### src/rtl/pulse_train_gen.sv
// pulse_train_gen: expands one start request into TOTAL_COUNT evenly spaced single-cycle pulses.
// Optional abort port and cancel logic are enabled by defining PULSE_TRAIN_ABORT_EN.
module pulse_train_gen #(
   parameter int TOTAL_COUNT = 3,
   parameter int PERIOD      = 4
) (
   input  logic clk,
   input  logic rst_n,
   input  logic start,
`ifdef PULSE_TRAIN_ABORT_EN
   input  logic abort,
`endif
   output logic pulse_out,
   output logic busy,
   output logic done
);
   localparam int CW = $clog2(TOTAL_COUNT + 1);
   localparam int PW = $clog2(PERIOD);
   localparam logic [CW-1:0] CNT_LAST = CW'(TOTAL_COUNT);
   localparam logic [PW-1:0] PH_LAST  = PW'(PERIOD - 1);

   generate
      if (TOTAL_COUNT < 1 || PERIOD < 2) begin : g_bad_params
         $error("pulse_train_gen: TOTAL_COUNT must be >= 1 and PERIOD >= 2");
      end
   endgenerate

   typedef enum logic [1:0] {IDLE, PULSE, GAP} state_t;
   state_t state, state_n;
   logic [CW-1:0] pulse_cnt, pulse_cnt_n;
   logic [PW-1:0] phase_cnt, phase_cnt_n;
   logic kill;

`ifdef PULSE_TRAIN_ABORT_EN
   assign kill = abort && state != IDLE;
`else
   assign kill = 1'b0;
`endif

   // phase_cnt is 0 in PULSE and advances through GAP, so PULSE-to-PULSE spacing is PERIOD
   always_comb begin
      state_n     = state;
      pulse_cnt_n = pulse_cnt;
      phase_cnt_n = phase_cnt;
      if (kill)
         state_n = IDLE;
      else
         case (state)
            IDLE: if (start) begin
               state_n     = PULSE;
               pulse_cnt_n = '0;
               phase_cnt_n = '0;
            end
            PULSE: begin
               state_n     = GAP;
               pulse_cnt_n = pulse_cnt + 1'b1;
               phase_cnt_n = phase_cnt + 1'b1;
            end
            GAP: if (phase_cnt == PH_LAST) begin
               state_n     = (pulse_cnt == CNT_LAST) ? IDLE : PULSE;
               phase_cnt_n = '0;
            end else
               phase_cnt_n = phase_cnt + 1'b1;
            default: state_n = IDLE;
         endcase
   end

   always_ff @(posedge clk or negedge rst_n) begin
      if (!rst_n) begin
         state     <= IDLE;
         pulse_cnt <= '0;
         phase_cnt <= '0;
         pulse_out <= 1'b0;
         busy      <= 1'b0;
         done      <= 1'b0;
      end else begin
         state     <= state_n;
         pulse_cnt <= pulse_cnt_n;
         phase_cnt <= phase_cnt_n;
         pulse_out <= state_n == PULSE;
         busy      <= state_n != IDLE;
         done      <= state_n == GAP && phase_cnt_n == PH_LAST && pulse_cnt_n == CNT_LAST;
      end
   end
endmodule

### config.mk
export PLATFORM = sky130hd
export DESIGN_NAME = pulse_train_gen
export DESIGN_NICKNAME = d
export VERILOG_FILES = /design/src/rtl/pulse_train_gen.sv
export SDC_FILE = /design/constraint.sdc
export NUM_CORES = 1
export LEC_CHECK = 0
export BUFFER_PORTS_ARGS = -buffer_cell sky130_fd_sc_hd__buf_2
export CORE_AREA = 2 2 39 41
export DETAILED_ROUTE_END_ITERATION = 6
export DIE_AREA = 0 0 41 43
export PLACE_DENSITY = 0.63
export REMOVE_ABC_BUFFERS = 1
export SLEW_MARGIN = 20
export SYNTH_ARGS = -nofsm -noshare
export SYNTH_HDL_FRONTEND = slang
export SYNTH_SLANG_ARGS = --single-unit
### constraint.sdc
create_clock -name clk -period 3.53 [get_ports clk]
set_input_delay 0.353 -clock clk [delete_from_list [all_inputs] [get_ports clk]]
set_output_delay 0.353 -clock clk [all_outputs]
set_load 0.05 [all_outputs]
==> Yosys cells after proc, flatten, opt, wreduce, memory -nomap -nowiden <==
Index checks and enable logic that the tools add are counted.
{ "word_totals": {"word_cells": 29, "inputBits": 3, "register_bits": 9} }
{ "classes": {"add_sub_neg": 2, "n_eq_ne": 8, "n_reduce_logical": 4, "mux": 9} }
{ "ops": {"columns": ["operator", "n"], "rows": [
  ["2-bit == test (second input constant)", 6],
  ["2-bit one-hot mux with 3 select lines", 2],
  ["2-bit 2-to-1 mux", 5],
  ["2-bit by 1-bit adder with 2-bit output (second input constant)", 2],
  ["2-bit by 1-bit == test with 1-bit output (second input constant)", 2],
  ["2-bit one-hot mux with 2 select lines", 1],
  ["1-bit logical AND", 2],
  ["2-bit zero test", 1],
  ["2-bit nonzero test", 1],
  ["1-bit 2-to-1 mux", 1]
]} }

==> Longest topological paths before layout <==
Gate-level depths: netlist of run 1.
{ "logic_depth": {"depth_word": 7, "mapped_depth": 4} }

==> Worst setup path before layout of run 1 <==
Ideal clock, no wire load.
{ "synth_timing": {"path_kind": "reg-to-reg", "startpoint": "register phase_cnt[0]", "endpoint": "register done", "path_stages_with_launch": 5, "slack_ns": 2.266, "setup_time_ns": 0.121, "t_arrival_ns": 1.143, "period_less_slack_ns": 1.264, "path_cell_list": "dfrtp_1 ha_1 a21oi_1 a22oi_2 and4b_1"} }
{ "synth_between": {"elab_chain_cells": 6} }
{ "synth_lines": {"columns": ["item", "line_no", "rtl"], "rows": [
  ["start, declared", "31", "logic [PW-1:0] phase_cnt, phase_cnt_n;"],
  ["start signal, assigned", "79", "phase_cnt <= phase_cnt_n;"],
  ["2-bit by 1-bit adder with 2-bit output or 2-bit == test (tied branches)", "57, 63, 59", null],
  ["2-bit 2-to-1 mux", "59", "GAP: if (phase_cnt == PH_LAST) begin"],
  ["2-bit one-hot mux with 3 select lines (*)", "48", "case (state)"],
  ["named net phase_cnt_n[1]", "31", null],
  ["2-bit == test (*)", "82", "done <= state_n == GAP && phase_cnt_n == PH_LAST && pulse_cnt_n == CNT_LAST;"],
  ["1-bit logical AND (*) (2 in a row)", "82", null],
  ["end signal, assigned", "75", "done <= 1'b0;"],
  ["end signal, assigned", "82", null],
  ["end, declared", "15", "output logic done"]
]} }
The timed path passes the listed nets; every way through them passes the cells marked *.

==> Worst setup path in the final report of run 1 <==
{ "layout_timing": {"startpoint": "register state[0]", "endpoint": "register done"} }
{ "layout_between": {"elab_chain_cells": 5} }
{ "layout_lines": {"columns": ["item", "line_no", "rtl"], "rows": [
  ["start, declared", "29", "state_t state, state_n;"],
  ["start signal, assigned", "77", "state <= state_n;"],
  ["2-bit == test, or another cell as far along", "48", null],
  ["2-bit one-hot mux with 3 select lines (*)", "48", null],
  ["named net phase_cnt_n[1]", "31", null],
  ["2-bit == test (*)", "82", null],
  ["1-bit logical AND (*) (2 in a row)", "82", null]
]} }
Marked as above.

==> out/qor.yml, run 1 <==
path_clk_slew_ns: 0.06
power.sequential.fraction: 0.400
synth-adder-area-share: 0.08219
grt.busiest_layer: "met2"
cts_hold_buffers: 1
cp-start-kind: "flop"
chipHeight_um: 43
tritoncts: "built"
maximum_cell_stage_delay_along_the_critical_path_ns: 0.51
cellPowerDensity_mw_per_mm2: 957.6
aggregate_negative_setup_slack_ns: 0
timing.critical_path.to_type: "flop"
internal_power_mw: 0.2965
p_switching_mw: 0.2031
timing.final.setup_violations: 0
wl_per_cell_um: 11.15
cts_root_buffer: "sky130_fd_sc_hd__clkbuf_4"
chipWidth_um: 41
n_antenna_cell: 0
final_net_count: 52
number_of_clock_sinks: 9
synth-xor-area-share: 0
outcome: "finished clean"
num_cts_buffers: 3
worst_pin_slew_ns: 0.3825
area_growth_from_synthesis_to_final_layout_pct: 14.25
grt_first_pass_wirelength_um: 1200
worstPathRequired_ns: 3.72
ios: 6
worst_clock_skew_ns: 0.003468
hold_ws_ns: 0.4201
worst_path_dominant_cell_family: "simple AND/OR/NAND/NOR gates"
grt.met3_usage: 0.03141
timing.critical_path.fanout_max: 13
syn_area_um2: 456.7
worst_slack_ns: 2.152
synth_simple_gate_area_frac: 0.1808
timing.max_slew.rel_slack: 0.7450
track_usage: 0.1017
worst_min_delay_path_category: "input port to flop"
timing.final.crit_period_ns: 1.378
global_route.usage.met1: 0.1242
cts_post_setup_buffers_inserted: 0
crit_arrival_ns: 1.57
place.port_buffers: 5
first_global_vias: 306
global_route.usage.met2: 0.1594
unrepaired_setup_endpoints_after_global_routing: "false"
crit_slowest_cell: "sky130_fd_sc_hd__dfrtp_1"
wp_buf_inv: 0
power.switching_fraction: 0.4066
place_worst_setup_slack_ns: 2.150
drive_gt1_frac: 0.2889
cp_cell_sequence: "or3b_1 -> a22oi_2 -> and4b_1"
totalWireLength_um: 680
vias_per_cell: 4.869
detailroute.via_count: 297
row_count: 14
timing.final.crit_share: 0.3903
fillers: 145
global_route.overflow_total: 0
cts.htree.levels: 1
drt_first_iter_violations: 2
grt_start_max_net_pins: 14
cts_resized: 0
synth_compound_area_frac: 0.1863
floorplan.die_area_mm2: 0.001763
timing.final.hold_violations: 0
yosys.cell_types.count: 22
power.clock.fraction: 0.152
synth-warning-count: 0
core-area_mm2: 0.001384
syn_avg_cell_area_um2: 12.34
achievable-frequency_mhz: 725.8
iteration_count_of_the_initial_detailed_routing_pass: 2
synthCells: 37
ir_drop_mv: 0.3978
crit_type: "flop to flop"
ant_nets: 0
synth_seq_area_share: 0.4932
dpl.hpwl_um: 505.2
cts-root-to-sink-buffers: 2
initial_antenna_violation_count: 0
synth.mux.area_fraction: 0.02192
dominant_combinational_cell_family_by_area_after_synthesis: "compound AO/OA/AOI/OAI gates"
gpl.final_weighted_congestion: 0.7019
drt_drc_violations_left: 0
static-leakage-power_nw: 0.2568
start_util: 0.3300
clock_insertion_delay_worst_skew_ns: 0.25
drv_slew: 0
layout.core_utilization: 0.3770
comb_power_share: 0.448
ys_ff_latch: 9
maxCapViolCount: 0
==> metal layers <==
metal	part of all wire	wire length (µm)
met5	0	0
met3	0.015	10
met2	0.52	355
met4	0	0
met1	0.46	314
==> layout by cell type (no fill, tap or decap) <==
| cell type | count |
|---|---|
| sky130_fd_sc_hd__nor3_1 | 1 |
| sky130_fd_sc_hd__a21o_1 | 2 |
| sky130_fd_sc_hd__mux2i_1 | 1 |
| sky130_fd_sc_hd__nand2b_1 | 1 |
| sky130_fd_sc_hd__o21bai_1 | 1 |
| sky130_fd_sc_hd__a22o_1 | 1 |
| sky130_fd_sc_hd__a22oi_2 | 1 |
| sky130_fd_sc_hd__or3b_1 | 1 |
| sky130_fd_sc_hd__clkbuf_4 | 3 |
| sky130_fd_sc_hd__ha_1 | 3 |
| sky130_fd_sc_hd__nor2_2 | 1 |
| sky130_fd_sc_hd__nand3b_1 | 1 |
| sky130_fd_sc_hd__or2_1 | 1 |
| sky130_fd_sc_hd__buf_2 | 5 |
| sky130_fd_sc_hd__dlygate4sd3_1 | 1 |
| sky130_fd_sc_hd__a21bo_2 | 1 |
| sky130_fd_sc_hd__a21oi_1 | 3 |
| sky130_fd_sc_hd__o32a_1 | 1 |
| sky130_fd_sc_hd__dfrtp_1 | 9 |
| sky130_fd_sc_hd__clkbuf_1 | 1 |
| sky130_fd_sc_hd__and2b_2 | 2 |
| sky130_fd_sc_hd__nor3b_1 | 2 |
| sky130_fd_sc_hd__and4b_1 | 1 |
| sky130_fd_sc_hd__a31oi_1 | 1 |
==> stage by stage <==
| step | power (mW) | instance area (µm²) | std cells |
|---|---|---|---|
| floorplan | 0.3779 | 440.4 | 35 |
| global placement | 0.4247 | 485.5 | 56 |
| detailed placement | 0.4263 | 485.5 | 56 |
| CTS | 0.5071 | 521.8 | 61 |
| global route | 0.5448 | 521.8 | 61 |
| finish | 0.4996 | 521.8 | 61 |
==> power by group through the flow <==
stage	logic (mW)	registers, mW	clock network [mW]
after CTS	0.225	0.201	0.0808
after floorplan	0.144	0.234	0
after detailed placement	0.223	0.203	0
final	0.224	0.200	0.0760
after global routing	0.248	0.211	0.0861
after global placement	0.224	0.201	0
==> Yosys cell counts (all sizes together) <==
cell type / n / area [µm²]
mux2i: 1 / 10.01
a21o: 2 / 15.01
a22oi: 1 / 12.51
ha: 3 / 37.54
a21bo: 1 / 10.01
nor3: 1 / 5.000
nor3b: 2 / 15.01
a31oi: 1 / 6.260
nor2: 1 / 6.260
nand3b: 1 / 7.510
a22o: 1 / 8.760
and2b: 2 / 17.52
and4b: 1 / 10.01
dfrtp: 9 / 225.2
or2: 1 / 6.260
a21oi: 3 / 15.01
or3b: 1 / 8.760
nand2b: 1 / 6.260
o21bai: 1 / 7.510
o32a: 1 / 10.01
buf: 2 / 16.26
==> registers in the layout, summed over array words and instances, names as in the netlist <==
register / flops
done: 1
pulse_out: 1
phase_cnt: 2
pulse_cnt: 2
busy: 1
state: 2
==> logic make-up (layout without fill, tap and decap cells) <==
kind of cell,Yosys count,count (layout)
buf+inv,2,10
simple gates,11,11
mux,1,1
flops,9,9
compound gates,11,11
fa+ha+maj,3,3
==> worst paths after layout <==
path                         startpoint      endpoint  slack [ns]  depth (start not counted)
hold / removal                    start     pulse_out        0.42                          3
hold reg to reg            pulse_cnt[1]  pulse_cnt[1]        0.54                          1
min in group asynchronous         rst_n  pulse_cnt[0]        0.49                          2
max in group asynchronous         rst_n      state[1]        2.87                          2
setup / recovery               state[0]          done        2.15                          3
setup reg to reg               state[0]          done        2.15                          3
==> final cells by class <==
type                       instances  area [µm²]  share of cell area
multi-input combinational         26       215.2              0.4125
sequential                         9       225.2              0.4317
timing repair buffer               6       35.03             0.06715
clock buffer                       4       26.28             0.05036
tap                               16       20.02             0.03837
==> worst register-to-register path, stage by stage (launching register included) <==
cell                      delay [ns]
sky130_fd_sc_hd__dfrtp_1        0.51
sky130_fd_sc_hd__or3b_1         0.44
sky130_fd_sc_hd__a22oi_2        0.17
sky130_fd_sc_hd__and4b_1        0.20
No activity file was read; power rests on OpenSTA's default activity.
==> run 2: changes to the inputs <==
--- a/config.mk
+++ b/config.mk
@@ -9,7 +9,7 @@
 export CORE_AREA = 2 2 39 41
 export DETAILED_ROUTE_END_ITERATION = 6
 export DIE_AREA = 0 0 41 43
-export PLACE_DENSITY = 0.63
+export PLACE_DENSITY = 0.65
 export REMOVE_ABC_BUFFERS = 1
 export SLEW_MARGIN = 20
 export SYNTH_ARGS = -nofsm -noshare
==> constraint.sdc (replaced) <==
create_clock -name clk -period 1.2 [get_ports clk]
set_input_delay 0.12 -clock clk [delete_from_list [all_inputs] [get_ports clk]]
set_output_delay 0.12 -clock clk [all_outputs]
set_load 0.05 [all_outputs]
==> run 2 against run 1 <==
Net effect: the flow now finishes with violations (negative setup slack); clock power grew to 3.2 times the previous value; global-route usage grew 3.7 points; sequential share of layout area shrank 6.7 points; combinational power grew to 4.7 times the previous value; clock skew shrank 0.00098 ns; via count grew 21%; non-clock buffer count grew 11; highest routed layer is now met4.
==> out/qor.yml, run 2 (synthesized netlist as in run 1, its figures left out) <==
worst_pin_slew_ns: 0.2454
power.sequential.fraction: 0.308
crit_type: "flop to flop"
cp-start-kind: "flop"
hold_end: "pulse_out"
dpl.hpwl_um: 640.2
worst_r2r_endpoint: "done"
timing.final.crit_share: 1.063
largestRegisters: "phase_cnt: 2 flops, pulse_cnt: 2 flops, state: 2 flops"
grt_first_pass_wirelength_um: 1483
drt_first_iter_violations: 3
final_net_count: 63
p_switching_mw: 0.7205
number_of_clock_sinks: 9
chipWidth_um: 41
fillers: 128
timing.max_slew.rel_slack: 0.8360
timing.final.setup_violations: 2
failing_checks: "negative setup slack"
drive_gt1_frac: 0.5357
n_antenna_cell: 0
cts_root_buffer: "sky130_fd_sc_hd__clkbuf_4"
layout.cells.most_common: "sky130_fd_sc_hd__buf_4"
gpl.final_weighted_congestion: 0.7371
timing.final.crit_period_ns: 1.276
mostFrequentLayoutCells: "sky130_fd_sc_hd__buf_4 (11), sky130_fd_sc_hd__dfrtp_1 (6), sky130_fd_sc_hd__buf_2 (5)"
wp_buf_inv: 0
core-area_mm2: 0.001384
hold_start: "start"
detailroute.via_count: 358
worst_path_dominant_cell_family: "simple AND/OR/NAND/NOR gates"
ant_nets: 0
maxCapViolCount: 0
cts.htree.levels: 1
power.clock.fraction: 0.129
timing.critical_path.fanout_max: 7
first_global_vias: 357
row_count: 14
outcome: "finished with violations"
internal_power_mw: 1.138
worst_slack_ns: -0.07584
crit_slowest_cell: "sky130_fd_sc_hd__dfrtp_2"
r2r-start: "state[0]"
power.switching_fraction: 0.3877
global_route.overflow_total: 0
cts-root-to-sink-buffers: 2
timing.final.hold_violations: 0
tritoncts: "built"
worst_clock_skew_ns: 0.002489
crit_arrival_ns: 1.48
area_growth_from_synthesis_to_final_layout_pct: 37.53
path_clk_slew_ns: 0.06
chipHeight_um: 43
fin_total_pwr_mw: 1.858
totalWireLength_um: 923
start_util: 0.3300
worst_min_delay_path_category: "input port to flop"
initial_antenna_violation_count: 0
ff2ff_path_depth: 3
min_delay_path_depth: 3
place.port_buffers: 5
layout.core_utilization: 0.4539
num_cts_buffers: 3
comb_power_share: 0.563
vias_per_cell: 4.972
unrepaired_setup_endpoints_after_global_routing: "true"
drt_drc_violations_left: 0
static-leakage-power_nw: 0.3094
clock_insertion_delay_worst_skew_ns: 0.27
timing.critical_path.to_type: "flop"
track_usage: 0.1389
drv_slew: 0
cellPowerDensity_mw_per_mm2: 2958
maximum_cell_stage_delay_along_the_critical_path_ns: 0.44
worstPathRequired_ns: 1.40
achievable-frequency_mhz: 783.8
floorplan.die_area_mm2: 0.001763
cp_cell_sequence: "or3b_1 -> a22oi_2 -> and4b_1"
reg2reg_setup_slack_ns: -0.08
grt_start_max_net_pins: 10
ios: 6
ir_drop_mv: 0.8542
iteration_count_of_the_initial_detailed_routing_pass: 4
wl_per_cell_um: 12.82
[run 2: changes by cell type in the layout (fill, tap and decap cells not counted), moves of 2 or more]
cell                      previous run  this run
sky130_fd_sc_hd__a21oi_1             3         1
sky130_fd_sc_hd__a21oi_2             0         2
sky130_fd_sc_hd__buf_4               0        11
sky130_fd_sc_hd__dfrtp_1             9         6
sky130_fd_sc_hd__dfrtp_2             0         3
[run 2: per-stage QoR]
step           hold slack [ns]  instances  TNS [ns]  setup WS (ns)  area, µm²
2_1_floorplan          -0.1756         35  -0.08766       -0.08766      440.4
3_3_place_gp          -0.02252         63   -0.1265        -0.1195      538.0
3_5_place_dp          -0.01536         63   -0.1530        -0.1454      538.0
4_1_cts                 0.1564         71   -0.1281       -0.08708      603.1
5_1_grt                 0.2048         72   -0.1866        -0.1384      628.1
6_report                0.1911         72  -0.07988       -0.07584      628.1
[run 2: layer usage]
layer	track usage	vias up	wire length [µm]
li1	-	177	-
met4	0.1400	0	48
met3	0.04712	5	39
met2	0.1969	12	416
met1	0.1462	164	418
met5	0	-	0
[run 2: timing repair]
item / in CTS / in global routing
pin swaps: 4 / 1
cloned: 0 / 0
setup endpoints to repair: 3 / 3
endpoints found under the hold margin: 9 / 0
setup buffers: 3 / 1
gates resized for setup: 3 / 3
hold buffers: 1 / 0
[run 2: worst max-delay path by stage]
stage / endpoint / start / cells past startpoint / slack [ns]
3_5_place_dp: done / phase_cnt[0] / 4 / -0.15
3_3_place_gp: done / phase_cnt[0] / 4 / -0.12
2_1_floorplan: done / state[0] / 3 / -0.09
5_1_grt: done / state[0] / 3 / -0.14
4_1_cts: done / phase_cnt[1] / 4 / -0.09
6_report: done / state[0] / 3 / -0.08
[run 2: final cells by class]
| class | count | area [µm²] | area share |
|---|---|---|---|
| clock buffers | 4 | 26.28 | 0.04183 |
| well taps | 16 | 20.02 | 0.03187 |
| multi-input cells | 26 | 235.2 | 0.3745 |
| repair buffers | 17 | 117.6 | 0.1873 |
| flip-flops and latches | 9 | 229.0 | 0.3645 |
[run 2: power by group through the flow]
stage                     sequential (mW)  clock, mW  combinational, mW
after floorplan                     0.689          0              0.423
after global placement              0.557          0              0.847
after detailed placement            0.565          0              0.854
after CTS                           0.556      0.249              0.981
after global routing                0.595      0.267               1.14
final                               0.573      0.240               1.05
[run 2: worst min-delay path, delay by kind of cell]
family | cells | cell delay [ns]
AO/OA/AOI/OAI | 1 | 0.07
buffers and inverters | 1 | 0.12
AND/OR/NAND/NOR | 1 | 0.11
